===== src/rtl/timer_pkg.sv =====
// rtl/timer_pkg.sv - shared types and constants for the BCD countdown timer
//
// Purpose: state encoding, BCD digit type, digit maxima and the packed
//          HH:MM:SS patterns used by countdown_timer and bcd_down_digit.
// Ports:   none (package).
package timer_pkg;

   typedef enum logic [1:0] {IDLE, RUN, PAUSE, ALARM} state_t;

   typedef logic [3:0] bcd_t;

   localparam bcd_t BCD_MAX9 = 4'd9;
   localparam bcd_t BCD_MAX5 = 4'd5;

   // Packed {hr1,hr0,min1,min0,sec1,sec0}
   localparam logic [23:0] TIME_ZERO    = 24'h00_00_00;
   localparam logic [23:0] TIME_ONE_SEC = 24'h00_00_01;

endpackage


===== src/rtl/bcd_down_digit.sv =====
// rtl/bcd_down_digit.sv - one BCD digit of a borrow-ripple down counter
//
// Purpose: holds one BCD digit; decrements when i_borrow_in is high,
//          wrapping 0 -> MAX and asserting o_borrow_out to the next digit.
// Ports:
//   i_clk         system clock
//   i_reset       asynchronous active-high reset (digit -> 0)
//   i_borrow_in   decrement request from the lower digit (or the tick)
//   i_load        load i_load_val on this edge (has priority)
//   i_load_val    value to load
//   o_digit       current digit value
//   o_borrow_out  digit is 0 while a decrement is requested
module bcd_down_digit
   import timer_pkg::*;
#(
   parameter bcd_t MAX = BCD_MAX9
)(
   input  logic i_clk,
   input  logic i_reset,
   input  logic i_borrow_in,
   input  logic i_load,
   input  bcd_t i_load_val,
   output bcd_t o_digit,
   output logic o_borrow_out
);

   bcd_t r_digit;

   always_ff @(posedge i_clk or posedge i_reset) begin
      if (i_reset) begin
         r_digit <= '0;
      end else if (i_load) begin
         r_digit <= i_load_val;
      end else if (i_borrow_in) begin
         r_digit <= (r_digit == '0) ? MAX : r_digit - 4'd1;
      end
   end

   assign o_digit      = r_digit;
   assign o_borrow_out = i_borrow_in & (r_digit == '0);

endmodule


===== src/rtl/countdown_timer.sv =====
// rtl/countdown_timer.sv - HH:MM:SS BCD countdown timer with alarm
//
// Purpose: loads a six-digit BCD preset, counts down once per tick while
//          running, and raises an alarm on reaching 00:00:00.
// Optional: define COUNTDOWN_AUTO_RELOAD_EN to reload the last valid preset
//          after expiry and keep running (periodic timer).
// Ports:
//   i_clk, i_reset                  clock, asynchronous active-high reset
//   i_tick                          1 Hz one-cycle enable
//   i_start_resume, i_stop, i_load  one-cycle control pulses
//   i_set_hr1 .. i_set_sec0         BCD preset digits
//   o_hr1 .. o_sec0                 current BCD count
//   o_running, o_alarm              registered state flags (RUN, ALARM)
//   o_expired                       one-cycle pulse after expiry
//   o_load_err                      one-cycle pulse after a rejected load
module countdown_timer
   import timer_pkg::*;
#(
   parameter int MAX_HR      = 23,
   parameter int ALARM_TICKS = 10
)(
   input  logic       i_clk,
   input  logic       i_reset,
   input  logic       i_tick,
   input  logic       i_start_resume,
   input  logic       i_stop,
   input  logic       i_load,
   input  logic [3:0] i_set_hr1,
   input  logic [3:0] i_set_hr0,
   input  logic [3:0] i_set_min1,
   input  logic [3:0] i_set_min0,
   input  logic [3:0] i_set_sec1,
   input  logic [3:0] i_set_sec0,
   output logic [3:0] o_hr1,
   output logic [3:0] o_hr0,
   output logic [3:0] o_min1,
   output logic [3:0] o_min0,
   output logic [3:0] o_sec1,
   output logic [3:0] o_sec0,
   output logic       o_running,
   output logic       o_alarm,
   output logic       o_expired,
   output logic       o_load_err
);

   state_t      r_state, w_next_state;
   logic        r_running, r_alarm, r_expired, r_load_err;
   logic [23:0] w_preset, w_count, w_load_val;
   logic [6:0]  w_borrow;
   logic [7:0]  w_hr_val;
   logic        w_load_valid, w_load_window, w_load_ok, w_load_bad;
   logic        w_start, w_start_nz, w_dec, w_expire, w_dig_load;
   logic        w_unused_hr_borrow;

   assign w_preset = {i_set_hr1, i_set_hr0, i_set_min1, i_set_min0, i_set_sec1, i_set_sec0};
   assign w_hr_val = 8'(i_set_hr1) * 8'd10 + 8'(i_set_hr0);

   assign w_load_valid = (i_set_hr1  <= BCD_MAX9) && (i_set_hr0  <= BCD_MAX9) &&
                         (i_set_min1 <= BCD_MAX5) && (i_set_min0 <= BCD_MAX9) &&
                         (i_set_sec1 <= BCD_MAX5) && (i_set_sec0 <= BCD_MAX9) &&
                         (w_hr_val <= 8'(MAX_HR));

   assign w_load_window = (r_state == IDLE) || (r_state == PAUSE);
   assign w_load_ok     = i_load & w_load_window & w_load_valid;
   assign w_load_bad    = i_load & w_load_window & ~w_load_valid;

   // stop beats start; a same-cycle load decides whether there is anything to run
   assign w_start    = i_start_resume & ~i_stop;
   assign w_start_nz = w_load_ok ? (w_preset != TIME_ZERO) : (w_count != TIME_ZERO);

   // RUN always holds a nonzero count, so the ripple can never pass 00:00:00
   assign w_dec    = (r_state == RUN) & i_tick & ~i_stop;
   assign w_expire = w_dec & (w_count == TIME_ONE_SEC);

   assign w_borrow[0]        = w_dec;
   assign w_unused_hr_borrow = w_borrow[6];

`ifdef COUNTDOWN_AUTO_RELOAD_EN
   logic [23:0] r_shadow;
   logic        w_reload;

   always_ff @(posedge i_clk or posedge i_reset) begin
      if (i_reset) begin
         r_shadow <= TIME_ZERO;
      end else if (w_load_ok) begin
         r_shadow <= w_preset;
      end
   end

   // One cycle in ALARM, then back to RUN with the preset unless stopped
   assign w_reload   = (r_state == ALARM) & ~i_stop;
   assign w_dig_load = w_load_ok | w_reload;
   assign w_load_val = w_reload ? r_shadow : w_preset;
`else
   logic [7:0] r_alarm_cnt;

   // Counts ticks spent in ALARM; cleared whenever outside ALARM
   always_ff @(posedge i_clk or posedge i_reset) begin
      if (i_reset) begin
         r_alarm_cnt <= '0;
      end else if (r_state != ALARM) begin
         r_alarm_cnt <= '0;
      end else if (i_tick) begin
         r_alarm_cnt <= r_alarm_cnt + 8'd1;
      end
   end

   assign w_dig_load = w_load_ok;
   assign w_load_val = w_preset;
`endif

   // Digit 0 is sec0; minutes and seconds tens wrap at 5
   for (genvar g = 0; g < 6; g++) begin : g_digit
      localparam bcd_t DMAX = (g == 1 || g == 3) ? BCD_MAX5 : BCD_MAX9;
      bcd_down_digit #(.MAX(DMAX)) u_digit (
         .i_clk        (i_clk),
         .i_reset      (i_reset),
         .i_borrow_in  (w_borrow[g]),
         .i_load       (w_dig_load),
         .i_load_val   (w_load_val[g*4 +: 4]),
         .o_digit      (w_count[g*4 +: 4]),
         .o_borrow_out (w_borrow[g+1])
      );
   end

   always_comb begin
      w_next_state = r_state;
      case (r_state)
         IDLE:  if (w_start && w_start_nz) w_next_state = RUN;
         RUN: begin
            if (i_stop)        w_next_state = PAUSE;
            else if (w_expire) w_next_state = ALARM;
         end
         PAUSE: if (w_start) w_next_state = w_start_nz ? RUN : IDLE;
         ALARM: begin
`ifdef COUNTDOWN_AUTO_RELOAD_EN
            w_next_state = i_stop ? IDLE : RUN;
`else
            if (i_stop) w_next_state = IDLE;
            else if (i_tick && (r_alarm_cnt == 8'(ALARM_TICKS - 1))) w_next_state = IDLE;
`endif
         end
         default: w_next_state = IDLE;
      endcase
   end

   always_ff @(posedge i_clk or posedge i_reset) begin
      if (i_reset) begin
         r_state    <= IDLE;
         r_running  <= 1'b0;
         r_alarm    <= 1'b0;
         r_expired  <= 1'b0;
         r_load_err <= 1'b0;
      end else begin
         r_state    <= w_next_state;
         r_running  <= (w_next_state == RUN);
         r_alarm    <= (w_next_state == ALARM);
         r_expired  <= w_expire;
         r_load_err <= w_load_bad;
      end
   end

   assign {o_hr1, o_hr0, o_min1, o_min0, o_sec1, o_sec0} = w_count;
   assign o_running  = r_running;
   assign o_alarm    = r_alarm;
   assign o_expired  = r_expired;
   assign o_load_err = r_load_err;

endmodule


===== config.mk =====
export PLATFORM = sky130hd
export DESIGN_NAME = countdown_timer
export DESIGN_NICKNAME = d
export VERILOG_FILES = /design/src/rtl/timer_pkg.sv /design/src/rtl/bcd_down_digit.sv /design/src/rtl/countdown_timer.sv
export SDC_FILE = /design/constraint.sdc
export NUM_CORES = 1
export LEC_CHECK = 0
export ABC_AREA = 1
export BUFFER_PORTS_ARGS = -buffer_cell sky130_fd_sc_hd__buf_2
export CAP_MARGIN = 20
export CORE_AREA = 2 2 81 83
export DETAILED_ROUTE_END_ITERATION = 8
export DIE_AREA = 0 0 83 85
export PLACE_DENSITY_LB_ADDON = 0.15
export SYNTH_ARGS = -nofsm -noshare
export SYNTH_HDL_FRONTEND = slang
export SYNTH_SLANG_ARGS = --single-unit

===== constraint.sdc =====
create_clock -name i_clk -period 1.9 [get_ports i_clk]
set_clock_uncertainty 0.15 [all_clocks]
set_input_delay 0.38 -clock i_clk [delete_from_list [all_inputs] [get_ports i_clk]]
set_output_delay 0.38 -clock i_clk [all_outputs]
set_load 0.02 [all_outputs]

==> results of run 1 <==
-- stage by stage --
step	total power, mW	TNS [ns]	instance area, um^2	utilization	instances
after floorplan	2.07	-13.48	2720	-	390
after global placement	2.59	-20.10	3390	0.547	564
after detailed placement	2.62	-21.54	3390	0.547	564
after CTS	3.25	-11.91	3600	0.581	575
after global routing	3.61	-15.35	3730	0.602	578
final	3.34	-12.25	3730	0.602	578
-- critical path, cell delays in order --
cell and delay, ns:
buf_8 0.10, ha_4 0.26, ha_4 0.13, inv_2 0.03
fa_2 0.36, inv_2 0.08, nand2_2 0.05, nand2_2 0.07
nand2_1 0.05, nand2_1 0.06, nand3_2 0.08, nor2_4 0.15
nand3_4 0.19, buf_8 0.22, nand2_4 0.06, nand3_4 0.08
a21oi_2 0.13
-- logic make-up after synthesis --
group	count (synthesis)	share of synthesized area
AND/OR/NAND/NOR	214	0.357
AO/OA/AOI/OAI	57	0.117
buffers and inverters	63	0.0924
adder cells (fa/ha/maj)	11	0.0569
XOR/XNOR	7	0.0229
flip-flops	38	0.355
-- state kept, by name, indices dropped and copies added, names as in the netlist --
name / cells
g_digit.u_digit.o_digit: 24
r_alarm_cnt: 8
r_state: 2
o_alarm: 1
o_expired: 1
o_load_err: 1
o_running: 1
-- area by class of cell --
class                      count  area (um^2)
fill                         572         2470
multi-input combinational    290         1660
sequential                    38          951
timing repair buffer         106          713
inverter                      59          221
tap                           77         96.3
clock buffer                   6         82.6
clock inverter                 2         12.5
-- worst paths after layout --
| kind | end | startpoint | slack, ns |
|---|---|---|---|
| min in group i_clk | g_digit[2].u_digit.o_digit[0] | i_set_min0[0] | 0.15 |
| max in group asynchronous | g_digit[3].u_digit.o_digit[0] | i_reset | 1.21 |
| worst max register to register | g_digit[5].u_digit.o_digit[0] | g_digit[0].u_digit.o_digit[2] | 0.02 |
| worst min-delay path | r_alarm_cnt[2] | i_reset | 0.04 |
| worst max-delay path | o_alarm | i_set_hr1[1] | -0.52 |
| worst min register to register | g_digit[5].u_digit.o_digit[1] | g_digit[5].u_digit.o_digit[1] | 0.36 |
-- what timing repair did --
| item | CTS | global route |
|---|---|---|
| endpoints found under the setup margin | 28 | 29 |
| resized for setup | 21 | 33 |
| cloned | 3 | 0 |
| hold buffers | 0 | 0 |
| pin swaps | 12 | 8 |
| setup buffers | 0 | 3 |
-- layer usage --
layer,global-route usage,part of all wire,vias to the layer above
met4,0.0641,0.015,0
li1,-,-,1460
met5,0,0,-
met2,0.345,0.47,55
met1,0.281,0.47,1319
met3,0.0331,0.037,10
-- cell usage in the layout, fill, tap and decap left out, types with 2 or more instances in the layout --
cell and instances:
nand2_1 108, buf_2 56, inv_1 51, nor2_1 44, buf_4 41, dfrtp_1 38, nand3_1 16, o21ai_0 16
o21ai_2 13, o21ai_1 11, nand2_2 9, inv_2 8, nor3_1 8, nand4_1 7, a21oi_1 7, ha_1 7
clkbuf_8 6, buf_6 6, nand3_2 4, nand3_4 4, nand2_4 4, xnor2_1 4, o21a_1 3, nor2_4 3
xor2_1 3, nor2_2 2, or2_1 2, a21oi_2 2, ha_4 2, buf_8 2
-- power by group through the flow --
stage	Clock [mW]	Combinational (mW)	Sequential, mW
global placement	0	1.47	1.12
detailed placement	0	1.49	1.12
floorplan	0	0.753	1.32
CTS	0.604	1.54	1.11
finish	0.597	1.64	1.11
global route	0.645	1.83	1.14
==> metrics.md, run 1 <==
| Metric | Value |
|---|---|
| Outcome | `finished with violations` |
| Failing checks | `setup timing` |
| Starting Density | `0.432` |
| Crit Path Max Fanout | `8` |
| Async SR Flop Fraction | `1.00` |
| Worst Hold Class | `input pin to async pin` |
| Sw Pwr | `1.42 mW` |
| Remaining Overflow, GRT | `0` |
| Logic pwr share | `0.490` |
| Drt drc | `0` |
| Leakage | `about 2 nW` |
| Global-route wire length before repair | `12000 um` |
| Pre-CTS setup slack | `-0.860 ns` |
| Number of buffers created by CTS | `5` |
| Share of layout cells above drive strength 1 | `0.337` |
| All-layer global routing usage | `0.208` |
| Clock share of power | `0.178` |
| Wire per inst | `about 12 um` |
| Post-synth top flop | `dfrtp_1` |
| Worst-Skew Late Latency | `0.30 ns` |
| Routed vias | `about 2800` |
| Drt total wl | `7080 um` |
| Avg Synthesized Cell Area | `6.88 um^2` |
| Reg2Reg Depth | `9` |
| HPWL Detailed | `about 5500 um` |
| Ant diodes | `0` |
| Clock transition at the registers of the reported paths | `~0.08 ns` |
| # setup viols final | `28` |
| Count leader, synth | `nand2_1` |
| Tmin final | `around 2.4 ns` |
| Hold slack | `0.0448 ns` |
| Arr. time, crit path | `2.49 ns` |
| Initial DRC count | `123` |
| #FFs+latches synth | `38` |
| Setup crit start kind | `input pin` |
| RSZ-0062 raised after global routing | `yes` |
| Sequential cell area fraction in the yosys report | `0.355` |
| Relative slew margins | `0.648` |
| Critical path class | `input pin to flop` |
| Maximum clock path buffer count | `2` |
| Port Buffers | `57` |
| Die Height | `85 um` |
| Sw Share | `0.425` |
| Synth warn | `0` |
| Crit share post-route | `1.27` |
| Setup crit end kind | `flop` |
| CP Data Required Time | `1.97 ns` |
| Syn Inst Count | `just under 400` |
| Vias in the first global route | `~2700` |
| Gpl congestion | `0.879` |
| Largest net degree at the start of global routing | `39` |
| Final hold violation count | `0` |
| Num rows | `29` |
| Synth cell count leaders | `119 x nand2_1, 55 x inv_1, 44 x nor2_1` |
| Top cells by area, synth | `dfrtp_1 35%, nand2_1 17%, inv_1 7.7%` |
| Number of flops mapped to enable cells by yosys | `0` |
| Max-cap viol count | `0` |
| Initial antenna violation count | `0` |
| Synth top area share | `0.355` |
| Reg power frac | `0.331` |
| Die X | `83 um` |
| PD cells | `895 mW/mm^2` |
| CTS sink cnt | `38` |
| Pint | `1.92 mW` |
| Core Box Area | `0.00620 mm^2` |
| Post-route ant nets | `0` |
| Root Buffer | `clkbuf_8` |
| Ports | `58` |
| H-tree depth | `2` |
| Post-synth cell types | `34` |
| Final Max Slew Viols | `0` |
| Fmax | `slightly above 0.4 GHz` |
| CTS tree | `yes` |
| Area Growth Syn to Fin | `39.2%` |
| Die area | `between 0.007 and 0.008 mm^2` |
| Layout net count | `541` |
| 1st-pass router iterations | `4` |
| Worst Tran Pin Value | `about 0.52 ns` |
| Syn nets | `431` |
| Drt via density | `4.92` |
| IR drop worst, VDD | `0.000537 V` |
| Mapped Area | `0.00268 mm^2` |
| Synth area leader | `dfrtp_1` |
| Slack of the critical path | `-0.519 ns` |
Note: power is estimated with default switching activity, not from simulation.
==> inputs of run 2 (changes only) <==
--- a/config.mk
+++ b/config.mk
@@ -7,11 +7,11 @@
 export LEC_CHECK = 0
 export ABC_AREA = 1
 export BUFFER_PORTS_ARGS = -buffer_cell sky130_fd_sc_hd__buf_2
-export CAP_MARGIN = 20
-export CORE_AREA = 2 2 81 83
+export CORE_AREA = 2 2 82 84
 export DETAILED_ROUTE_END_ITERATION = 8
-export DIE_AREA = 0 0 83 85
+export DIE_AREA = 0 0 84 86
 export PLACE_DENSITY_LB_ADDON = 0.15
 export SYNTH_ARGS = -nofsm -noshare
 export SYNTH_HDL_FRONTEND = slang
+export SYNTH_HIERARCHICAL = 1
 export SYNTH_SLANG_ARGS = --single-unit
==> run 2 against run 1 <==
The run still ends with setup timing left. Via count rose by 10%. Die area rose by 2.4%. Cell area rose by 12%. Hold slack improved by 0.17 ns. Worst setup slack got worse by 0.17 ns. Count of clock-buffer cells in the layout fell by 1. Synthesized area rose by 2.4%. Power rose by 30%. Routed wire length rose by 12%. Non-clock buffer count rose by 28. Clock power rose by 16%. Critical path type unchanged. Critical endpoint is now g_digit[5].u_digit/o_digit[2]. Largest power group unchanged.
==> metrics.md, run 2 <==
| Metric | Value |
|---|---|
| Outcome | `finished with violations` |
| Failing checks | `setup timing` |
| Final Max Slew Viols | `0 (unchanged)` |
| Hold path depth | `3` |
| Crit path buf inv count | `6 (+2)` |
| Wire per inst | `12.4 um (+1.3%)` |
| Tot Pwr | `4.35 mW (+30%)` |
| Port Buffers | `57 (unchanged)` |
| Post-Place Cell Area | `0.00367 mm^2 (+8.1%)` |
| Die X | `84 um (+1.2%)` |
| Global-route wire length before repair | `12900 um (+7.8%)` |
| Worst-Skew Late Latency | `0.30 ns (about the same)` |
| Arr. time, crit path | `2.62 ns (+0.13 ns)` |
| Ant diodes | `0 (unchanged)` |
| Critical path's slowest cell | `fa_2` |
| Ports | `58 (unchanged)` |
| Hold wc startpoint | `i_set_min0[0]` |
| Number of flip-flops under the largest register name | `24 (unchanged)` |
| Number of buffers created by CTS | `5 (unchanged)` |
| Initial antenna violation count | `0 (unchanged)` |
| Reg2Reg Depth | `16 (+7)` |
| Share of layout cells above drive strength 1 | `0.385 (+0.0473)` |
| Final non-filler cell total | `636 (+10%)` |
| Routed vias | `3142 (+10%)` |
| CTS tree | `yes` |
| Root Buffer | `clkbuf_8` |
| Mapped Area | `0.00275 mm^2 (+2.4%)` |
| Num rows | `29 (unchanged)` |
| Drt total wl | `7890 um (+12%)` |
| Initial DRC count | `172 (+40%)` |
| Reg-to-Reg End | `g_digit[4].u_digit/o_digit[1]` |
| Crit share post-route | `1.36 (+0.0878)` |
| Setup crit start kind | `input pin` |
| Register Area | `951 um^2 (unchanged)` |
| Post-route ant nets | `0 (unchanged)` |
| Final hold violation count | `0 (unchanged)` |
| DP Cell Count | `610 (+8.2%)` |
| CTS sink cnt | `38 (unchanged)` |
| Hold EP | `g_digit[2].u_digit/o_digit[0]` |
| Leading cell types in the layout, fill and taps excluded | `114 x nand2_1, 71 x buf_4, 59 x nor2_1, 55 x buf_2, 48 x inv_1` |
| Area Growth Syn to Fin | `51.7%` |
| Drt via density | `4.94 (+0.40%)` |
| Worst Hold Class | `input pin to flop` |
| Fmax | `0.387 GHz (-6.5%)` |
| Crit Path Max Fanout | `7 (-1)` |
| Remaining Overflow, GRT | `0 (unchanged)` |
| RSZ-0062 raised after global routing | `yes` |
| Worst Tran Pin Value | `0.561 ns (+0.0388 ns)` |
| Die area | `0.00722 mm^2 (+2.4%)` |
| # setup viols final | `28 (unchanged)` |
| H-tree depth | `2 (unchanged)` |
| Syn nets | `459 (+6.5%)` |
| Die Height | `86 um (+1.2%)` |
| Layout net count | `599 (+11%)` |
| Setup crit end kind | `flop` |
| Maximum clock path buffer count | `2 (unchanged)` |
| Slack of the critical path | `-0.686 ns (-0.167 ns)` |
| Synth warn | `6 (+6)` |
| CP delay by family, top | `adder cells` |
| Top cell by count, worst path | `nand3_2` |
| All-layer global routing usage | `0.220 (+0.0126)` |
| Core Box Area | `0.00628 mm^2 (+1.2%)` |
| Setup TNS | `-16.09 ns (-3.83 ns)` |
| HPWL Detailed | `5800 um (+5.9%)` |
| Post-Layout Inst Area | `0.00417 mm^2 (+12%)` |
| R2R Path Start | `r_state[0]` |
| Vias in the first global route | `3075 (+15%)` |
| Tmin final | `2.59 ns (+0.167 ns)` |
| Leakage | `2.23 nW (+11%)` |
| Avg Synthesized Cell Area | `6.57 um^2 (-4.4%)` |
| CP Data Required Time | `1.93 ns (-0.04 ns)` |
| Max-cap viol count | `0 (unchanged)` |
| Commonest non-fill, non-tap cell in the layout | `nand2_1` |
| PD cells | `1050 mW/mm^2 (+17%)` |
| Area of the multi-input gates | `0.00179 mm^2 (+8.0%)` |
| Pre-CTS setup slack | `-0.930 ns (-0.0697 ns)` |
| FILL cells | `556 (-2.8%)` |
| Largest net degree at the start of global routing | `15 (-62%)` |
| CP Cell Sequence | `buf_8 -> ha_4 -> ha_4 -> inv_2 -> fa_2 -> inv_2 -> nand3_2 -> nand2_2 -> nand2_1 -> nand2_1 -> nor2_2 -> nand3_2 -> clkinvlp_4 -> buf_12 -> inv_2 -> nand2_4 -> nor2_4 -> nand3_2 -> nand3_2` |
| Worst reg-to-reg setup slack | `-0.63 ns (-0.65 ns)` |
| 1st-pass router iterations | `4 (unchanged)` |
| IR drop worst, VDD | `0.000646 V (+20%)` |
| Relative slew margins | `0.625 (-0.0226)` |
| Drt drc | `0 (unchanged)` |
| Slowest cell delay on critical path | `0.54 ns (+0.18 ns)` |
| Gpl congestion | `0.898 (+2.1%)` |
| Clock transition at the registers of the reported paths | `0.08 ns (about the same)` |
| Critical path class | `input pin to flop` |
| Syn Inst Count | `418 (+7.2%)` |
| Starting Density | `0.438 (+0.00537)` |
run 2: cell type report:
class | count | area share
multi-input combinational | 314 | 0.430
sequential | 38 | 0.228
timing repair buffer | 134 | 0.226
inverter | 65 | 0.0673
tap | 77 | 0.0231
clock buffer | 5 | 0.0165
clock inverter | 3 | 0.00961
run 2: metrics by stage:
step,hold WS (ns),utilization
after floorplan,-0.00392,-
after global placement,0.198,0.585
after detailed placement,0.197,0.585
after CTS,0.204,0.620
after global routing,0.217,0.664
final,0.218,0.664
run 2: repair_timing:
item / 4_1_cts / 5_1_grt
hold buffers: 1 / 0
setup buffers: 7 / 9
endpoints found under the hold margin: 24 / 0
gates cloned: 1 / 1
endpoints found under the setup margin: 28 / 28
pin swaps: 4 / 31
gates resized for setup: 9 / 51
run 2: metal layers:
| layer | track usage | share of wire | vias to the layer above | wire (um) |
|---|---|---|---|---|
| met5 | 0 | 0 | - | 0 |
| met4 | 0.104 | 0.031 | 0 | 248 |
| met3 | 0.0385 | 0.046 | 17 | 363 |
| met2 | 0.374 | 0.48 | 79 | 3830 |
| met1 | 0.274 | 0.44 | 1445 | 3460 |
| li1 | - | - | 1601 | - |
run 2: worst reg2reg max path: cells and delay by family, from the launching register on:
| kind | cells | cell delay [ns] |
|---|---|---|
| buf+inv | 6 | 0.44 |
| flops | 1 | 0.38 |
| simple gates | 10 | 1.47 |
run 2: where the power goes:
| group | switching (mW) | total [mW] | internal [mW] |
|---|---|---|---|
| Clock | 0.305 | 0.692 | 0.387 |
| Combinational | 1.44 | 2.46 | 1.02 |
| Sequential | 0.180 | 1.20 | 1.02 |
run 2: worst max path at each step:
| stage | start | end | slack [ns] | depth (start not counted) |
|---|---|---|---|---|
| finish | i_set_hr1[1] | g_digit[5].u_digit/o_digit[2] | -0.69 | 19 |
| global route | i_set_hr1[1] | g_digit[5].u_digit/o_digit[2] | -0.80 | 19 |
| CTS | i_set_hr1[1] | g_digit[2].u_digit/o_digit[2] | -0.56 | 17 |
| detailed placement | i_set_hr1[1] | g_digit[2].u_digit/o_digit[2] | -0.93 | 19 |
| global placement | i_set_hr1[1] | g_digit[2].u_digit/o_digit[2] | -0.89 | 19 |
| floorplan | i_set_hr1[1] | g_digit[0].u_digit/o_digit[2] | -0.79 | 17 |
==> inputs of run 3 (changes only) <==
==> constraint.sdc (replaced) <==
create_clock -name i_clk -period 2.16 [get_ports i_clk]
set_clock_uncertainty 0.15 [all_clocks]
set_input_delay 0.432 -clock i_clk [delete_from_list [all_inputs] [get_ports i_clk]]
set_output_delay 0.432 -clock i_clk [all_outputs]
set_load 0.02 [all_outputs]
==> run 3 against run 2 <==
The run still ends with setup timing left. Non-clock buffer count is 19 lower. Critical endpoint unchanged. Die area stayed put. Highest routed layer unchanged. Largest cell class unchanged. Flip-flop and latch count unchanged.
==> metrics.md, run 3 (synthesis gave the netlist of run 2 again) <==
| Metric | Value |
|---|---|
| Clock share of power | `0.203 (+0.044)` |
| Leakage | `2.11 nW (-5.4%)` |
| FILL cells | `605 (+8.8%)` |
| Global-route wire length before repair | `12400 um (-4.4%)` |
| Remaining Overflow, GRT | `0 (unchanged)` |
| Relative slew margins | `0.640 (+0.0141)` |
| Layout net count | `580 (-3.2%)` |
| Maximum clock path buffer count | `2 (unchanged)` |
| Routed vias | `2984 (-5.0%)` |
| Ports | `58 (unchanged)` |
| Logic pwr share | `0.513 (-0.051)` |
| Routed met1 length | `3360 um (-2.9%)` |
| Outcome | `finished with violations` |
| Register Area | `951 um^2 (unchanged)` |
| Area Growth Syn to Fin | `42.6%` |
| H-tree depth | `2 (unchanged)` |
| Die X | `84 um (unchanged)` |
| Sw Pwr | `1.60 mW (-17%)` |
| Reg2Reg Depth | `16 (unchanged)` |
| DP Cell Count | `597 (-2.1%)` |
| Vias in the first global route | `2818 (-8.4%)` |
| IR drop worst, VDD | `0.000561 V (-13%)` |
| Worst reg-to-reg setup slack | `-0.31 ns (+0.32 ns)` |
| Ant diodes | `0 (unchanged)` |
| Met2 Wirelength | `3350 um (-12%)` |
| Die Height | `86 um (unchanged)` |
| Number of buffers created by CTS | `5 (unchanged)` |
| Root Buffer | `clkbuf_8` |
| CTS tree | `yes` |
| Die area | `0.00722 mm^2 (unchanged)` |
| Post-route ant nets | `0 (unchanged)` |
| Critical path's slowest cell | `fa_2` |
| Area of the multi-input gates | `0.00169 mm^2 (-5.6%)` |
| PD cells | `965 mW/mm^2 (-7.7%)` |
| # setup viols final | `27 (-3.6%)` |
| Reg-to-Reg End | `g_digit[5].u_digit/o_digit[1]` |
| Core Box Area | `0.00628 mm^2 (unchanged)` |
| Top layer in use | `met4` |
| RSZ-0062 raised after global routing | `yes` |
| HPWL Detailed | `5650 um (-2.7%)` |
| All-layer global routing usage | `0.211 (-0.00928)` |
| Largest net degree at the start of global routing | `15 (unchanged)` |
| Crit Path Max Fanout | `6 (-1)` |
| CTS sink cnt | `38 (unchanged)` |
| Drt via density | `4.84 (-2.1%)` |
| Clock transition at the registers of the reported paths | `0.08 ns (about the same)` |
| 1st-pass router iterations | `4 (unchanged)` |
| Number of flip-flops under the largest register name | `24 (unchanged)` |
| CP Data Required Time | `2.19 ns (+0.26 ns)` |
| Worst setup path endpoint | `g_digit[5].u_digit/o_digit[2]` |
| Commonest non-fill, non-tap cell in the layout | `nand2_1` |
| Tmin final | `between 2 and 3 ns` |
| Initial antenna violation count | `0 (unchanged)` |
| Top cell by count, worst path | `nand2_1` |
| Setup TNS | `-8.00 ns (+8.09 ns)` |
| Share of layout cells above drive strength 1 | `0.343 (-0.0420)` |
| Crit share post-route | `1.17` |
| Routed wl met3 | `352 um (-3.0%)` |
| Slowest cell delay on critical path | `0.54 ns (about the same)` |
| Num rows | `29 (unchanged)` |
| Tot Pwr | `3.78 mW (-13%)` |
| Final non-filler cell total | `617 (-3.0%)` |
| Hold slack | `0.223 ns (+0.00474 ns)` |
| Gpl congestion | `0.884 (-1.5%)` |
| Max-cap viol count | `0 (unchanged)` |
| Drt total wl | `7210 um (-8.6%)` |
| Worst-Skew Late Latency | `0.30 ns (about the same)` |
| Leading cell types in the layout, fill and taps excluded | `118 x nand2_1, 58 x nor2_1, 55 x buf_2, 51 x buf_4, 49 x inv_1` |
| Wire per inst | `11.7 um (-5.8%)` |
| Critical path class | `input pin to flop` |
| Final Max Slew Viols | `0 (unchanged)` |
| Slack of the critical path | `-0.369 ns (+0.317 ns)` |
| Port Buffers | `57 (unchanged)` |
| Worst Tran Pin Value | `0.540 ns (-0.0211 ns)` |
| Pint | `2.18 mW (-10%)` |
| Initial DRC count | `84 (-51%)` |
| R2R Path Start | `r_state[1]` |
| Setup crit start kind | `input pin` |
| Starting Density | `0.438 (unchanged)` |
| Arr. time, crit path | `2.56 ns (-0.06 ns)` |
| Drt drc | `0 (unchanged)` |
| Fmax | `0.395 GHz` |
| Setup crit start | `i_set_hr1[3]` |
| CP Cell Sequence | `buf_8 -> ha_4 -> ha_4 -> inv_2 -> fa_2 -> inv_2 -> nand3_2 -> nand2_1 -> nand2_1 -> nand2_1 -> nor2_2 -> nand3_2 -> clkinvlp_4 -> buf_6 -> inv_4 -> nand2_2 -> nor2_2 -> nand3_1 -> nand3_1` |
| Setup crit end kind | `flop` |
| Reg power frac | `0.283 (+0.006)` |
| Sw Share | `0.423 (-0.0179)` |
| Final hold violation count | `0 (unchanged)` |
| Failing checks | `setup timing` |
| Worst Hold Class | `input pin to flop` |
| Hold path depth | `3 (unchanged)` |
==> run 3: cell types whose count changed in the layout (fill, tap and decap cells not counted), moves of 4 or more <==
cell / previous run / this run
buf_4: 71 / 51
nor2_2: 12 / 18
nor2_4: 10 / 5
nand2_1: 114 / 118
nand3_2: 9 / 5
nand3_1: 26 / 31
==> run 3: worst min path at each step <==
| stage | end | start | slack, ns |
|---|---|---|---|
| floorplan | g_digit[0].u_digit/o_digit[0] | i_reset | 0.05 |
| global placement | g_digit[0].u_digit/o_digit[2] | i_reset | 0.26 |
| detailed placement | g_digit[1].u_digit/o_digit[1] | i_reset | 0.26 |
| CTS | g_digit[1].u_digit/o_digit[3] | i_set_sec1[3] | 0.22 |
| global route | g_digit[1].u_digit/o_digit[3] | i_set_sec1[3] | 0.25 |
| finish | g_digit[1].u_digit/o_digit[3] | i_set_sec1[3] | 0.22 |
==> run 3: area by class of cell <==
type                    instances  area share
repair buffers                115       0.199
clock inverters                 2      0.0153
well taps                      77      0.0246
inverters                      65      0.0658
clock buffers                   6      0.0211
multi-input cells             314       0.431
flip-flops and latches         38       0.243
==> run 3: per-stage QoR <==
stage	utilization	setup WS (ns)	area, um^2
final	0.624	-0.369	3920
after global routing	0.624	-0.531	3920
after CTS	0.618	-0.337	3880
after detailed placement	0.566	-0.738	3550
after global placement	0.566	-0.643	3550
after floorplan	-	-0.584	2820
==> run 3: timing repair <==
item | 4_1_cts | 5_1_grt
hold endpoints to repair | 24 | 0
endpoints found under the setup margin | 27 | 28
gates resized for setup | 27 | 13
pin swaps | 8 | 8
hold buffers | 1 | 0
setup buffers | 9 | 7
gates cloned | 1 | 0
==> run 3: worst max-delay path: cells and delay by family <==
| family | cells | cell delay (ns) |
|---|---|---|
| buffers and inverters | 6 | 0.50 |
| AND/OR/NAND/NOR | 10 | 0.70 |
| adder cells (fa/ha/maj) | 3 | 0.92 |
==> run 3: power by group through the flow <==
stage          Clock, mW  Combinational, mW  Sequential (mW)
2_1_floorplan          0              0.896             1.33
3_3_place_gp           0               1.85             1.07
3_5_place_dp           0               1.87             1.08
4_1_cts            0.778               1.93             1.07
5_1_grt            0.809               2.15             1.10
6_report           0.768               1.94             1.07
==> run 3: layer usage <==
layer / global-route usage / vias to the layer above
met5: 0 / -
met4: 0.0762 / 0
met3: 0.0346 / 10
met2: 0.361 / 76
met1: 0.271 / 1334
li1: - / 1564
